--- src/rtl/pc_unit.sv ---
// -----------------------------------------------------------------------------
// pc_unit
// Program-counter unit for the fetch stage. Holds the architectural PC and
// advances it by 4 (or by 2 for compressed instructions when ALIGN_C=1).
// Also services branch/jump redirects, traps and stalls, and buffers one
// redirect that arrives while fetch is stalled. A misaligned redirect target
// is not taken: the PC goes to TRAP_VECTOR and the target is kept in bad_addr.
//
// Parameters
//   XLEN          datapath and address width
//   RESET_VECTOR  PC value loaded on reset
//   TRAP_VECTOR   PC value loaded on trap or misaligned redirect
//   ALIGN_C       1: compressed support (2-byte alignment, step 2 allowed)
//                 0: 4-byte alignment required
//
// Ports
//   clk              clock, all state updates on the rising edge
//   rst_n            asynchronous active-low reset
//   stall            hold the PC; sequential advance suppressed
//   compressed       current instruction is 16-bit (only used when ALIGN_C=1)
//   redirect_valid   branch/jump taken this cycle
//   redirect_target  branch/jump destination
//   trap             exception/interrupt request, highest priority
//   pc               current fetch address (registered)
//   pc_next_seq      pc + step (combinational)
//   pc_valid         pc is a valid fetch address (registered)
//   pending          a redirect is buffered (registered)
//   misaligned       one-cycle pulse after a misaligned redirect was trapped
//   bad_addr         target of the last misaligned redirect (registered)
// -----------------------------------------------------------------------------
module pc_unit #(
    parameter int unsigned     XLEN         = 32,
    parameter logic [XLEN-1:0] RESET_VECTOR = XLEN'(32'h0000_0000),
    parameter logic [XLEN-1:0] TRAP_VECTOR  = XLEN'(32'h0000_0100),
    parameter bit              ALIGN_C      = 1'b0
) (
    input  logic            clk,
    input  logic            rst_n,
    input  logic            stall,
    input  logic            compressed,
    input  logic            redirect_valid,
    input  logic [XLEN-1:0] redirect_target,
    input  logic            trap,
    output logic [XLEN-1:0] pc,
    output logic [XLEN-1:0] pc_next_seq,
    output logic            pc_valid,
    output logic            pending,
    output logic            misaligned,
    output logic [XLEN-1:0] bad_addr
);

    localparam int unsigned STEP_FULL = 4;
    localparam int unsigned STEP_HALF = 2;

    typedef enum logic [1:0] {
        ST_BOOT = 2'd0,
        ST_RUN  = 2'd1,
        ST_WAIT = 2'd2
    } state_t;

    // State and architectural registers
    state_t          r_state;
    logic [XLEN-1:0] r_pc;
    logic            r_pc_valid;
    logic            r_pending;
    logic            r_misaligned;
    logic [XLEN-1:0] r_bad_addr;
    logic [XLEN-1:0] r_buf;

    // Next-state values
    state_t          w_state_nxt;
    logic [XLEN-1:0] w_pc_nxt;
    logic            w_pc_valid_nxt;
    logic            w_pending_nxt;
    logic            w_misaligned_nxt;
    logic [XLEN-1:0] w_bad_addr_nxt;
    logic [XLEN-1:0] w_buf_nxt;

    logic [XLEN-1:0] w_step;
    logic [XLEN-1:0] w_pc_seq;
    logic            w_tgt_bad;
    logic            w_redir_ok;
    logic            w_redir_bad;

    // Sequential step; compressed is ignored when compressed support is off
    assign w_step   = (ALIGN_C && compressed) ? XLEN'(STEP_HALF) : XLEN'(STEP_FULL);
    assign w_pc_seq = r_pc + w_step;

    // Alignment check of the live redirect target
    assign w_tgt_bad   = ALIGN_C ? redirect_target[0] : (redirect_target[1:0] != 2'b00);
    assign w_redir_ok  = redirect_valid && !w_tgt_bad;
    assign w_redir_bad = redirect_valid &&  w_tgt_bad;

    // State register and architectural registers
    always_ff @(posedge clk or negedge rst_n) begin
        if (!rst_n) begin
            r_state      <= ST_BOOT;
            r_pc         <= RESET_VECTOR;
            r_pc_valid   <= 1'b0;
            r_pending    <= 1'b0;
            r_misaligned <= 1'b0;
            r_bad_addr   <= '0;
            r_buf        <= '0;
        end else begin
            r_state      <= w_state_nxt;
            r_pc         <= w_pc_nxt;
            r_pc_valid   <= w_pc_valid_nxt;
            r_pending    <= w_pending_nxt;
            r_misaligned <= w_misaligned_nxt;
            r_bad_addr   <= w_bad_addr_nxt;
            r_buf        <= w_buf_nxt;
        end
    end

    // Next-state and next-value logic
    always_comb begin
        w_state_nxt      = r_state;
        w_pc_nxt         = r_pc;
        w_pc_valid_nxt   = r_pc_valid;
        w_pending_nxt    = r_pending;
        w_misaligned_nxt = 1'b0;
        w_bad_addr_nxt   = r_bad_addr;
        w_buf_nxt        = r_buf;

        case (r_state)
            // One settling cycle after reset; all inputs ignored
            ST_BOOT: begin
                w_state_nxt    = ST_RUN;
                w_pc_valid_nxt = 1'b1;
            end

            ST_RUN: begin
                if (trap) begin
                    w_pc_nxt = TRAP_VECTOR;
                end else if (w_redir_bad) begin
                    w_pc_nxt         = TRAP_VECTOR;
                    w_misaligned_nxt = 1'b1;
                    w_bad_addr_nxt   = redirect_target;
                end else if (w_redir_ok && stall) begin
                    w_buf_nxt   = redirect_target;
                    w_state_nxt = ST_WAIT;
                end else if (w_redir_ok) begin
                    w_pc_nxt = redirect_target;
                end else if (!stall) begin
                    w_pc_nxt = w_pc_seq;
                end
            end

            ST_WAIT: begin
                if (trap) begin
                    // Buffered and live redirects are both dropped
                    w_pc_nxt    = TRAP_VECTOR;
                    w_state_nxt = ST_RUN;
                end else if (w_redir_bad) begin
                    w_pc_nxt         = TRAP_VECTOR;
                    w_misaligned_nxt = 1'b1;
                    w_bad_addr_nxt   = redirect_target;
                    w_state_nxt      = ST_RUN;
                end else if (stall) begin
                    // Youngest aligned redirect replaces the buffered one
                    if (w_redir_ok) begin
                        w_buf_nxt = redirect_target;
                    end
                end else begin
                    // Stall released: a live redirect beats the buffered one
                    w_pc_nxt    = w_redir_ok ? redirect_target : r_buf;
                    w_state_nxt = ST_RUN;
                end
            end

            default: begin
                w_state_nxt = ST_RUN;
            end
        endcase

        // pending tracks WAIT exactly
        w_pending_nxt = (w_state_nxt == ST_WAIT);
    end

    assign pc          = r_pc;
    assign pc_next_seq = w_pc_seq;
    assign pc_valid    = r_pc_valid;
    assign pending     = r_pending;
    assign misaligned  = r_misaligned;
    assign bad_addr    = r_bad_addr;

endmodule

--- config.mk ---
export PLATFORM = sky130hd
export DESIGN_NAME = pc_unit
export DESIGN_NICKNAME = d
export VERILOG_FILES = /design/src/rtl/pc_unit.sv
export SDC_FILE = /design/constraint.sdc
export NUM_CORES = 1
export LEC_CHECK = 0
export BUFFER_PORTS_ARGS = -buffer_cell sky130_fd_sc_hd__buf_4
export CAP_MARGIN = 20
export CORE_MARGIN = 1.5
export CORE_UTILIZATION = 45
export CTS_BUF_LIST = sky130_fd_sc_hd__clkbuf_2
export DETAILED_ROUTE_END_ITERATION = 6
export PLACE_DENSITY = 0.7
export SLEW_MARGIN = 25
export SYNTH_ARGS = -nofsm -noshare
export SYNTH_HDL_FRONTEND = slang
export SYNTH_SLANG_ARGS = --single-unit
--- constraint.sdc ---
create_clock -name clk -period 5.2 [get_ports clk]
set_clock_uncertainty 0.05 [all_clocks]
set_input_delay 0.26 -clock clk [delete_from_list [all_inputs] [get_ports clk]]
set_output_delay 0.26 -clock clk [all_outputs]
set_load 0.01 [all_outputs]
==> results of run 1 <==
## cell type report
type	count	area (µm²)	area share [%]
inverters	10	37.5	0.545
multi-input cells	367	2670	38.8
clock inverters	3	16.3	0.236
flip-flops and latches	101	2530	36.7
repair buffers	176	1410	20.4
clock buffers	10	50.0	0.727
well taps	143	179	2.60
## repair_timing
item,CTS,global route
hold buffers,34,0
endpoints found under the hold margin,125,0
resized for setup,0,0
## layout by cell type, fill, tap and decap left out, types with 7 or more instances in the layout
cell type	Yosys	final
clkbuf_2	0	10
mux2_2	63	63
a32oi_1	8	8
mux2i_1	8	8
xnor2_1	20	20
o21ai_0	31	31
a22o_1	11	11
nor3_1	7	7
inv_1	10	10
nand4_1	9	9
dlygate4sd3_1	0	34
dfrtp_1	101	101
a21o_1	11	11
a211oi_1	11	11
a21oi_1	19	19
nand3_1	12	12
nor2_1	39	39
buf_4	3	142
nand2_1	34	34
## per-layer routing
metal  wire (µm)  GRT usage, %  vias up
met3         972          3.94       24
met1        6810          34.1     2428
met2        7490          39.5      183
met4         318          10.3        0
li1            -             -     2161
met5           0             0        -
## state kept, by name, summed over array words and instances, names as in the netlist
| register | count |
|---|---|
| bad_addr | 32 |
| misaligned | 1 |
| pc | 32 |
| pc_valid | 1 |
| pending | 1 |
| r_buf | 32 |
| r_state | 2 |
## cells by family (layout without fill, tap and decap cells)
logic type	after synthesis	count (layout)	synth area share, %
and+or+nand+nor	141	141	13.7
AOI/OAI and AO/OA	125	125	15.9
DFF	101	101	47.1
muxes	71	71	14.7
buffers and inverters	39	199	3.36
xor gates and xnor gates	26	26	4.24
adders and majority gates	4	4	0.933
## power by group
| group | total, W | switching, W | internal, W |
|---|---|---|---|
| Sequential | 0.00127 | 0.000200 | 0.00107 |
| Clock | 0.000316 | 0.000261 | 0.0000552 |
| Combinational | 0.00123 | 0.000569 | 0.000659 |
## per-stage QoR
stage          instances  total power, W  hold WS (ps)  worst slack [ps]  area [µm²]
3_5_place_dp         763         0.00249           243              2450        6480
2_1_floorplan        507         0.00197         -85.6              2970        5370
5_1_grt              810         0.00298          97.7              1800        6890
6_report             810         0.00282          47.6              1950        6890
3_3_place_gp         763         0.00244           229              2530        6480
4_1_cts              810         0.00282          80.4              1960        6890
## final timing paths
path,endpoint,cells past startpoint,slack [ps],start
max,pc_next_seq[22],6,1950,pc[3]
min,pc[23],2,50,rst_n
max reg2reg,pc[10],7,2380,r_state[0]
min reg2reg,pc_valid,1,470,pc_valid
max in group asynchronous,pending,3,3800,rst_n
min in group clk,pc[23],3,100,redirect_valid
==> impl_metrics.csv, run 1 <==
group,metric,value,unit
sta,setup_viol_count_final,0,
global_routing,grt_use_total,24.8,%
sta,hold_viol,0,
clocking,cts_buffers,9,
drt,vias,4796,
setup_path,endpoint_kind,"primary output",
synth,synth_area_per_cell,10.6,µm²
global_routing,grt-ovfl-total,0,
placed_design,portBuffers,135,
synth,ys_seq_area_share,47.1,%
synth,synth.distinct_cells,54,
synth,synth_fp_nets,549,
clocking,cts_max_path_buffers,2,
power_and_ir_drop,leakage,3.12,nW
drt,firstDrtPassIters,7,
sta,finalCriticalPeriod,3250,ps
setup_path,crit_chain,"ha_1 > nand4_2 > or3_1 > nor4_2 > xor2_1 > buf_4",
setup_path,critPathBufInv,1,
clocking,post_cts_buffers,0,
synth,ys_async_sr_fraction,100,%
clocking,cts_root_buf,"clkbuf_2",
run_status,violations,"design-rule violations",
finish,area_growth,28.4,%
finish,diodes,0,
finish,fin_nets,707,
drt,drc,9,
die,ioPinCount,137,
die,die_x,112,µm
synth,synth-warning-count,0,
clocking,h-tree-depth,3,
setup_path,path_class,"flip-flop to primary output",
global_routing,antenna_found_initial,0,
clocking,clk_pin_slew,300,ps
global_routing,grt_first_pass_wirelength,24400,µm
synth,synth-edff-count,0,
finish,final_layout_size_suffix_gt1_share,35.4,%
drt,antenna_left,0,
global_routing,grt_max_degree,60,
sta,rsz0062_at_grt,"false",
setup_path,path_max_fanout,8,
synth,yosys-top-cells-area,"dfrtp_1, mux2_2, xnor2_1",
placed_design,hpwl,10600,µm
clocking,worstSkewPairLatency,650,ps
setup_path,cp_slowest_cell,"or3_1",
sta,final_max_slew_viol_count,0,
setup_path,worst_setup_path_start_kind,"flip-flop",
finish,postLayoutCoreUtil,59.8,%
synth,yosys.area.top_type,"dfrtp_1",
drt,totalWireLength,15600,µm
synth,ys_seq_elements,101,
placed_design,gp_congestion,0.878,
setup_path,cp_data_required_time,4890,ps
setup_path,crit_family,"simple AND/OR/NAND/NOR gates",
drt,viasPerCell,5.92,
run_status,status,"finished with violations",
synth,synth_area,5370,µm²
synth,synth_ff_type,"dfrtp_1",
die,core,11500,µm²
clocking,clkSinkCount,101,
synth,synth_common_cells,"dfrtp_1, mux2_2, nor2_1",
sta,worst_slew_pin_slew,779,ps
job,max_cap_viol_count,0,
synth,yosysMostFrequentCell,"dfrtp_1",
hold_path,hold_path.class,"input pin to asynchronous set/reset pin",
sta,slew_headroom,48.1,%
setup_path,crit_path_max_incr_delay,510,ps
die,dieHeight,112,µm
synth,synth_cells,507,
global_routing,grt_pass1_vias,4584,
clocking,cts_tree,"yes",
power_and_ir_drop,p_per_area,409,nW/µm²
sta,setup-tns-final,0,ps
setup_path,cp.arrival,2940,ps
sta,period_share,62.5,%
die,die-area,12600,µm²
die,row_count,39,
sta,fmax,0.308,GHz
drt,routedWlPerCell,19.2,µm
drt,first_iter_violations,240,
synth,synth_top_cell_area_share,47.1,%
die,start_util,46.6,%
finish,n_fill_cell,951,
power_and_ir_drop,peakVddDrop,0.000254,V
No activity file was read; power rests on OpenSTA's default activity.
==> inputs of run 2 (changes only) <==
- clock period: 5.2 -> 3.1 ns (I/O delays scaled with it)
==> run 2 against run 1 <==
  * The run now ends clean
  * Sequential cell count unchanged
  * Final cell count increased by 0.99%
  * Via count grew 0.79%
  * Register-to-register slack worse by 1800 ps
  * Clock power grew to 2.5 times the previous value
  * Clock-buffer cell count is 1 higher
  * Die area unchanged
  * Critical path type unchanged
  * Largest power group unchanged
  * Highest routed layer unchanged
==> impl_metrics.csv, run 2 (same netlist as run 1, synthesis figures left out) <==
group,metric,value,unit
run_status,status,"completed",
global_routing,grt_pass1_vias,4737,
setup_path,endpoint_kind,"primary output",
sta,slew_headroom,51.9,%
finish,area_growth,31.3,%
drt,viasPerCell,5.91,
sta,hold_viol,0,
setup_path,r2r-start,"r_state[0]",
finish,final_layout_size_suffix_gt1_share,36.4,%
setup_path,cp_data_required_time,2890,ps
clocking,cts_tree,"yes",
finish,n_fill_cell,985,
power_and_ir_drop,p_clk_share,15.8,%
clocking,clk_pin_slew,260,ps
power_and_ir_drop,power_frac_comb,41.8,%
finish,layoutNonFillerInstCount,818,
global_routing,grt_use_total,24.9,%
placed_design,place_inst,768,
drt,antenna_left,0,
sta,setup-tns-final,0,ps
die,row_count,39,
hold_path,hold_path.class,"input pin to asynchronous set/reset pin",
clocking,cts_max_path_buffers,2,
die,start_util,46.6,%
finish,fin_nets,713,
drt,totalWireLength,15500,µm
sta,final_max_slew_viol_count,0,
setup_path,setup.worst_path.start,"pc[2]",
clocking,post_cts_buffers,0,
setup_path,r2r_setup_slack,540,ps
sta,finalCriticalPeriod,2940,ps
clocking,cts_root_buf,"clkbuf_2",
clocking,h-tree-depth,3,
drt,top_layer,"met4",
power_and_ir_drop,p_sw,0.00175,W
placed_design,hpwl,10800,µm
die,core,11500,µm²
sta,rsz0062_at_grt,"false",
setup_path,worst_setup_path_start_kind,"flip-flop",
power_and_ir_drop,p_seq_share,42.4,%
drt,wl_met3,1100,µm
sta,worst_slew_pin_slew,716,ps
global_routing,antenna_found_initial,0,
setup_path,cp.arrival,2730,ps
global_routing,grt_first_pass_wirelength,24600,µm
drt,first_iter_violations,336,
placed_design,portBuffers,135,
global_routing,grt-ovfl-total,0,
placed_design,place_area,6530,µm²
sta,setup_viol_count_final,0,
drt,drt-met1-wl,6550,µm
sta,fmax,0.341,GHz
drt,drc,0,
finish,final_cell_mix,"buf_4, dfrtp_1, mux2_2",
die,die_x,112,µm
die,die-area,12600,µm²
finish,finalInstanceArea,7050,µm²
power_and_ir_drop,leakage,3.21,nW
power_and_ir_drop,p_per_area,712,nW/µm²
placed_design,gp_congestion,0.875,
die,dieHeight,112,µm
sta,period_share,94.7,%
power_and_ir_drop,peakVddDrop,0.000571,V
drt,firstDrtPassIters,7,
clocking,worstSkewPairLatency,590,ps
clocking,cts_buffers,9,
drt,vias,4834,
job,max_cap_viol_count,0,
finish,diodes,0,
power_and_ir_drop,p_int,0.00327,W
power_and_ir_drop,p_sw_share,34.8,%
drt,routedWlPerCell,18.9,µm
global_routing,grt_max_degree,52,
drt,wl_met2,7430,µm
setup_path,path_max_fanout,8,
clocking,clkSinkCount,101,
finish,final_common_cell,"buf_4",
setup_path,path_class,"flip-flop to primary output",
die,ioPinCount,137,
## run 2: cell types whose count changed in the layout (fill, tap and decap cells not counted), sizes merged
cell,change
buf,+5
bufinv,+3
clkinv,-3
clkbuf,+1
clkinvlp,+1
dlygate4sd3,+1
## run 2: area by class of cell
cell class                      count  area, µm²  area share [%]
Multi-Input combinational cell    367       2690            38.1
Clock inverter                      4       97.6            1.38
Sequential cell                   101       2530            35.9
Clock buffer                       11       55.1           0.781
Inverter                           10       37.5           0.533
Tap cell                          143        179            2.54
Timing Repair Buffer              182       1470            20.8
## run 2: worst paths after layout
| check | end | cells after the start |
|---|---|---|
| max in group asynchronous | bad_addr[15] | 3 |
| min | r_state[0] | 2 |
| min reg2reg | pc_valid | 1 |
| max reg2reg | r_buf[24] | 7 |
| max | pc_next_seq[20] | 6 |
| min in group clk | r_state[0] | 5 |
## run 2: through the flow
step	total power, W	setup WS (ps)	utilization [%]	hold slack (ps)
after global placement	0.00412	726	56.7	183
after floorplan	0.00331	884	-	-191
after CTS	0.00504	15.9	61.2	23.9
after global routing	0.00530	26.3	61.2	56.4
final	0.00502	165	61.2	37.6
after detailed placement	0.00421	625	56.7	188
## run 2: repair_timing
action,4_1_cts,5_1_grt
hold buffers,35,0
hold endpoints to repair,186,0
setup endpoints to repair,1,3
pin swaps,0,0
resized for setup,1,1
## run 2: power by group through the flow
| stage | Combinational (W) | Sequential (W) | Clock, W |
|---|---|---|---|
| final | 0.00210 | 0.00213 | 0.000791 |
| after global routing | 0.00225 | 0.00220 | 0.000852 |
| after CTS | 0.00210 | 0.00212 | 0.000813 |
| after detailed placement | 0.00206 | 0.00215 | 0 |
| after global placement | 0.00200 | 0.00212 | 0 |
| after floorplan | 0.00111 | 0.00220 | 0 |
## run 2: per-layer routing
metal	track usage, %	up-vias
li1	-	2175
met1	32.9	2389
met2	40.4	238
met3	5.29	32
met4	9.45	0
met5	0	-
## run 2: worst max-delay path, stage by stage (launching register included)
cell	delay, ps
dfrtp_1	500
ha_1	290
nand4_2	190
or3_4	440
or3_4	430
xnor2_1	130
buf_4	150
==> inputs of run 3 (changes only) <==
- SETUP_SLACK_MARGIN: not set -> 0.5
==> run 3 against run 2 <==
  * The flow now finishes with violations (design-rule violations)
  * Critical path type unchanged
  * First-iteration DRC count is 5.1% higher
  * Largest power group is now combinational cells
  * Register-to-register slack better by 110 ps
  * Clock-buffer cell count stayed put
  * Largest cell class unchanged
==> impl_metrics.csv, run 3 (same netlist as run 1, synthesis figures left out) <==
group,metric,value,unit
finish,final_common_cell,"buf_4",
die,core,11500,µm²
run_status,status,"finished with violations",
setup_path,worst_setup_path_start_kind,"flip-flop",
power_and_ir_drop,p_sw,0.00179,W
power_and_ir_drop,p_int,0.00335,W
sta,worst_slew_pin_slew,682,ps
sta,finalCriticalPeriod,2670,ps
placed_design,gp_congestion,0.875,
global_routing,grt_first_pass_wirelength,25400,µm
drt,antenna_left,0,
setup_path,r2r-start,"r_state[0]",
die,dieHeight,112,µm
setup_path,worstReg2RegEnd,"r_buf[24]",
global_routing,antenna_found_initial,0,
setup_path,r2r_setup_slack,650,ps
sta,slew_headroom,54.5,%
die,start_util,46.6,%
sta,hold_viol,0,
power_and_ir_drop,power_frac_comb,43.3,%
global_routing,grt-ovfl-total,0,
clocking,cts_tree,"yes",
clocking,cts_root_buf,"clkbuf_2",
clocking,cts_buffers,9,
sta,fmax,0.375,GHz
drt,viasPerCell,5.86,
power_and_ir_drop,p_per_area,682,nW/µm²
power_and_ir_drop,p_sw_share,34.8,%
finish,finalInstanceArea,7520,µm²
setup_path,endpoint_kind,"primary output",
setup_path,path_max_fanout,3,
setup_path,cp.arrival,2460,ps
finish,final_layout_size_suffix_gt1_share,45.7,%
drt,totalWireLength,16400,µm
clocking,worstSkewPairLatency,610,ps
clocking,h-tree-depth,3,
drt,drc,10,
sta,final_max_slew_viol_count,0,
drt,first_iter_violations,353,
sta,setup-tns-final,0,ps
power_and_ir_drop,p_clk_share,15.5,%
finish,final_cell_mix,"buf_4, dfrtp_1, mux2_2",
run_status,violations,"design-rule violations",
power_and_ir_drop,p_seq_share,41.2,%
setup_path,crit_path_max_incr_delay,520,ps
global_routing,grt_pass1_vias,4897,
clocking,clkSinkCount,101,
drt,firstDrtPassIters,7,
setup_path,path_class,"flip-flop to primary output",
setup_path,crit_chain,"nand4_1 > or4_4 > or4_4 > xnor2_2 > buf_4",
die,ioPinCount,137,
setup_path,cp_data_required_time,2890,ps
placed_design,place_area,6530,µm²
clocking,clk_pin_slew,290,ps
setup_path,cpMostUsedCell,"or4_4",
die,row_count,39,
finish,diodes,0,
finish,postLayoutCoreUtil,65.3,%
setup_path,cp_slowest_cell,"or4_4",
die,die-area,12600,µm²
placed_design,hpwl,10800,µm
die,die_x,112,µm
sta,setup_viol_count_final,0,
finish,fin_nets,755,
sta,period_share,86.0,%
global_routing,grt_use_total,25.6,%
drt,vias,5039,
setup_path,worst_r2r_path_depth,7,
hold_path,hold_path.class,"input pin to asynchronous set/reset pin",
clocking,cts_max_path_buffers,2,
global_routing,grt_max_degree,52,
power_and_ir_drop,leakage,3.47,nW
power_and_ir_drop,peakVddDrop,0.000571,V
drt,routedWlPerCell,19.1,µm
finish,area_growth,40.2,%
placed_design,portBuffers,135,
job,max_cap_viol_count,0,
sta,rsz0062_at_grt,"true",
run 3: layout make-up:
cell class,count,area [µm²]
Fill cell,930,3990
Inverter,10,37.5
Clock buffer,11,55.1
Tap cell,143,179
Clock inverter,4,97.6
Timing Repair Buffer,224,1790
Multi-Input combinational cell,367,2810
Sequential cell,101,2550
run 3: worst max-delay path: cells and delay by family (launching register included):
family / cells / cell delay [ps]
buffers and inverters: 1 / 140
flip-flops: 1 / 440
XOR/XNOR: 1 / 150
AND/OR/NAND/NOR: 3 / 1150
run 3: per-layer routing:
layer / wire [µm] / GRT usage (%) / vias to the layer above
li1: - / - / 2263
met1: 6860 / 34.2 / 2517
met2: 8040 / 41.6 / 231
met3: 1230 / 5.08 / 28
met4: 291 / 9.28 / 0
met5: 0 / 0 / -
run 3: worst max path at each step:
stage | from | to | slack, ps | cells past startpoint
floorplan | pc[2] | pc[20] | 880 | 7
global placement | r_state[0] | r_buf[17] | 730 | 7
detailed placement | r_state[0] | bad_addr[11] | 630 | 6
CTS | pc[3] | pc_next_seq[20] | 420 | 6
global route | pc[22] | pc_next_seq[31] | 280 | 5
finish | pc[22] | pc_next_seq[31] | 430 | 5
run 3: per-stage QoR:
step	setup WS (ps)	total power, W	hold WS (ps)	cells
6_report	434	0.00513	19.8	860
2_1_floorplan	884	0.00331	-191	507
4_1_cts	422	0.00509	23.8	834
3_5_place_dp	625	0.00421	188	768
5_1_grt	275	0.00543	26.0	860
3_3_place_gp	726	0.00412	183	768
run 3: power by group through the flow:
stage / Clock, W / Combinational (W) / Sequential [W]
after floorplan: 0 / 0.00111 / 0.00220
after global placement: 0 / 0.00200 / 0.00212
after detailed placement: 0 / 0.00206 / 0.00215
after CTS: 0.000813 / 0.00217 / 0.00211
after global routing: 0.000863 / 0.00239 / 0.00218
final: 0.000796 / 0.00222 / 0.00211
run 3: what timing repair did:
item	4_1_cts	5_1_grt
hold buffers	35	0
buffers inserted	16	26
endpoints found under the hold margin	189	0
endpoints found under the setup margin	18	59
resized for setup	37	18
pin swaps	5	11
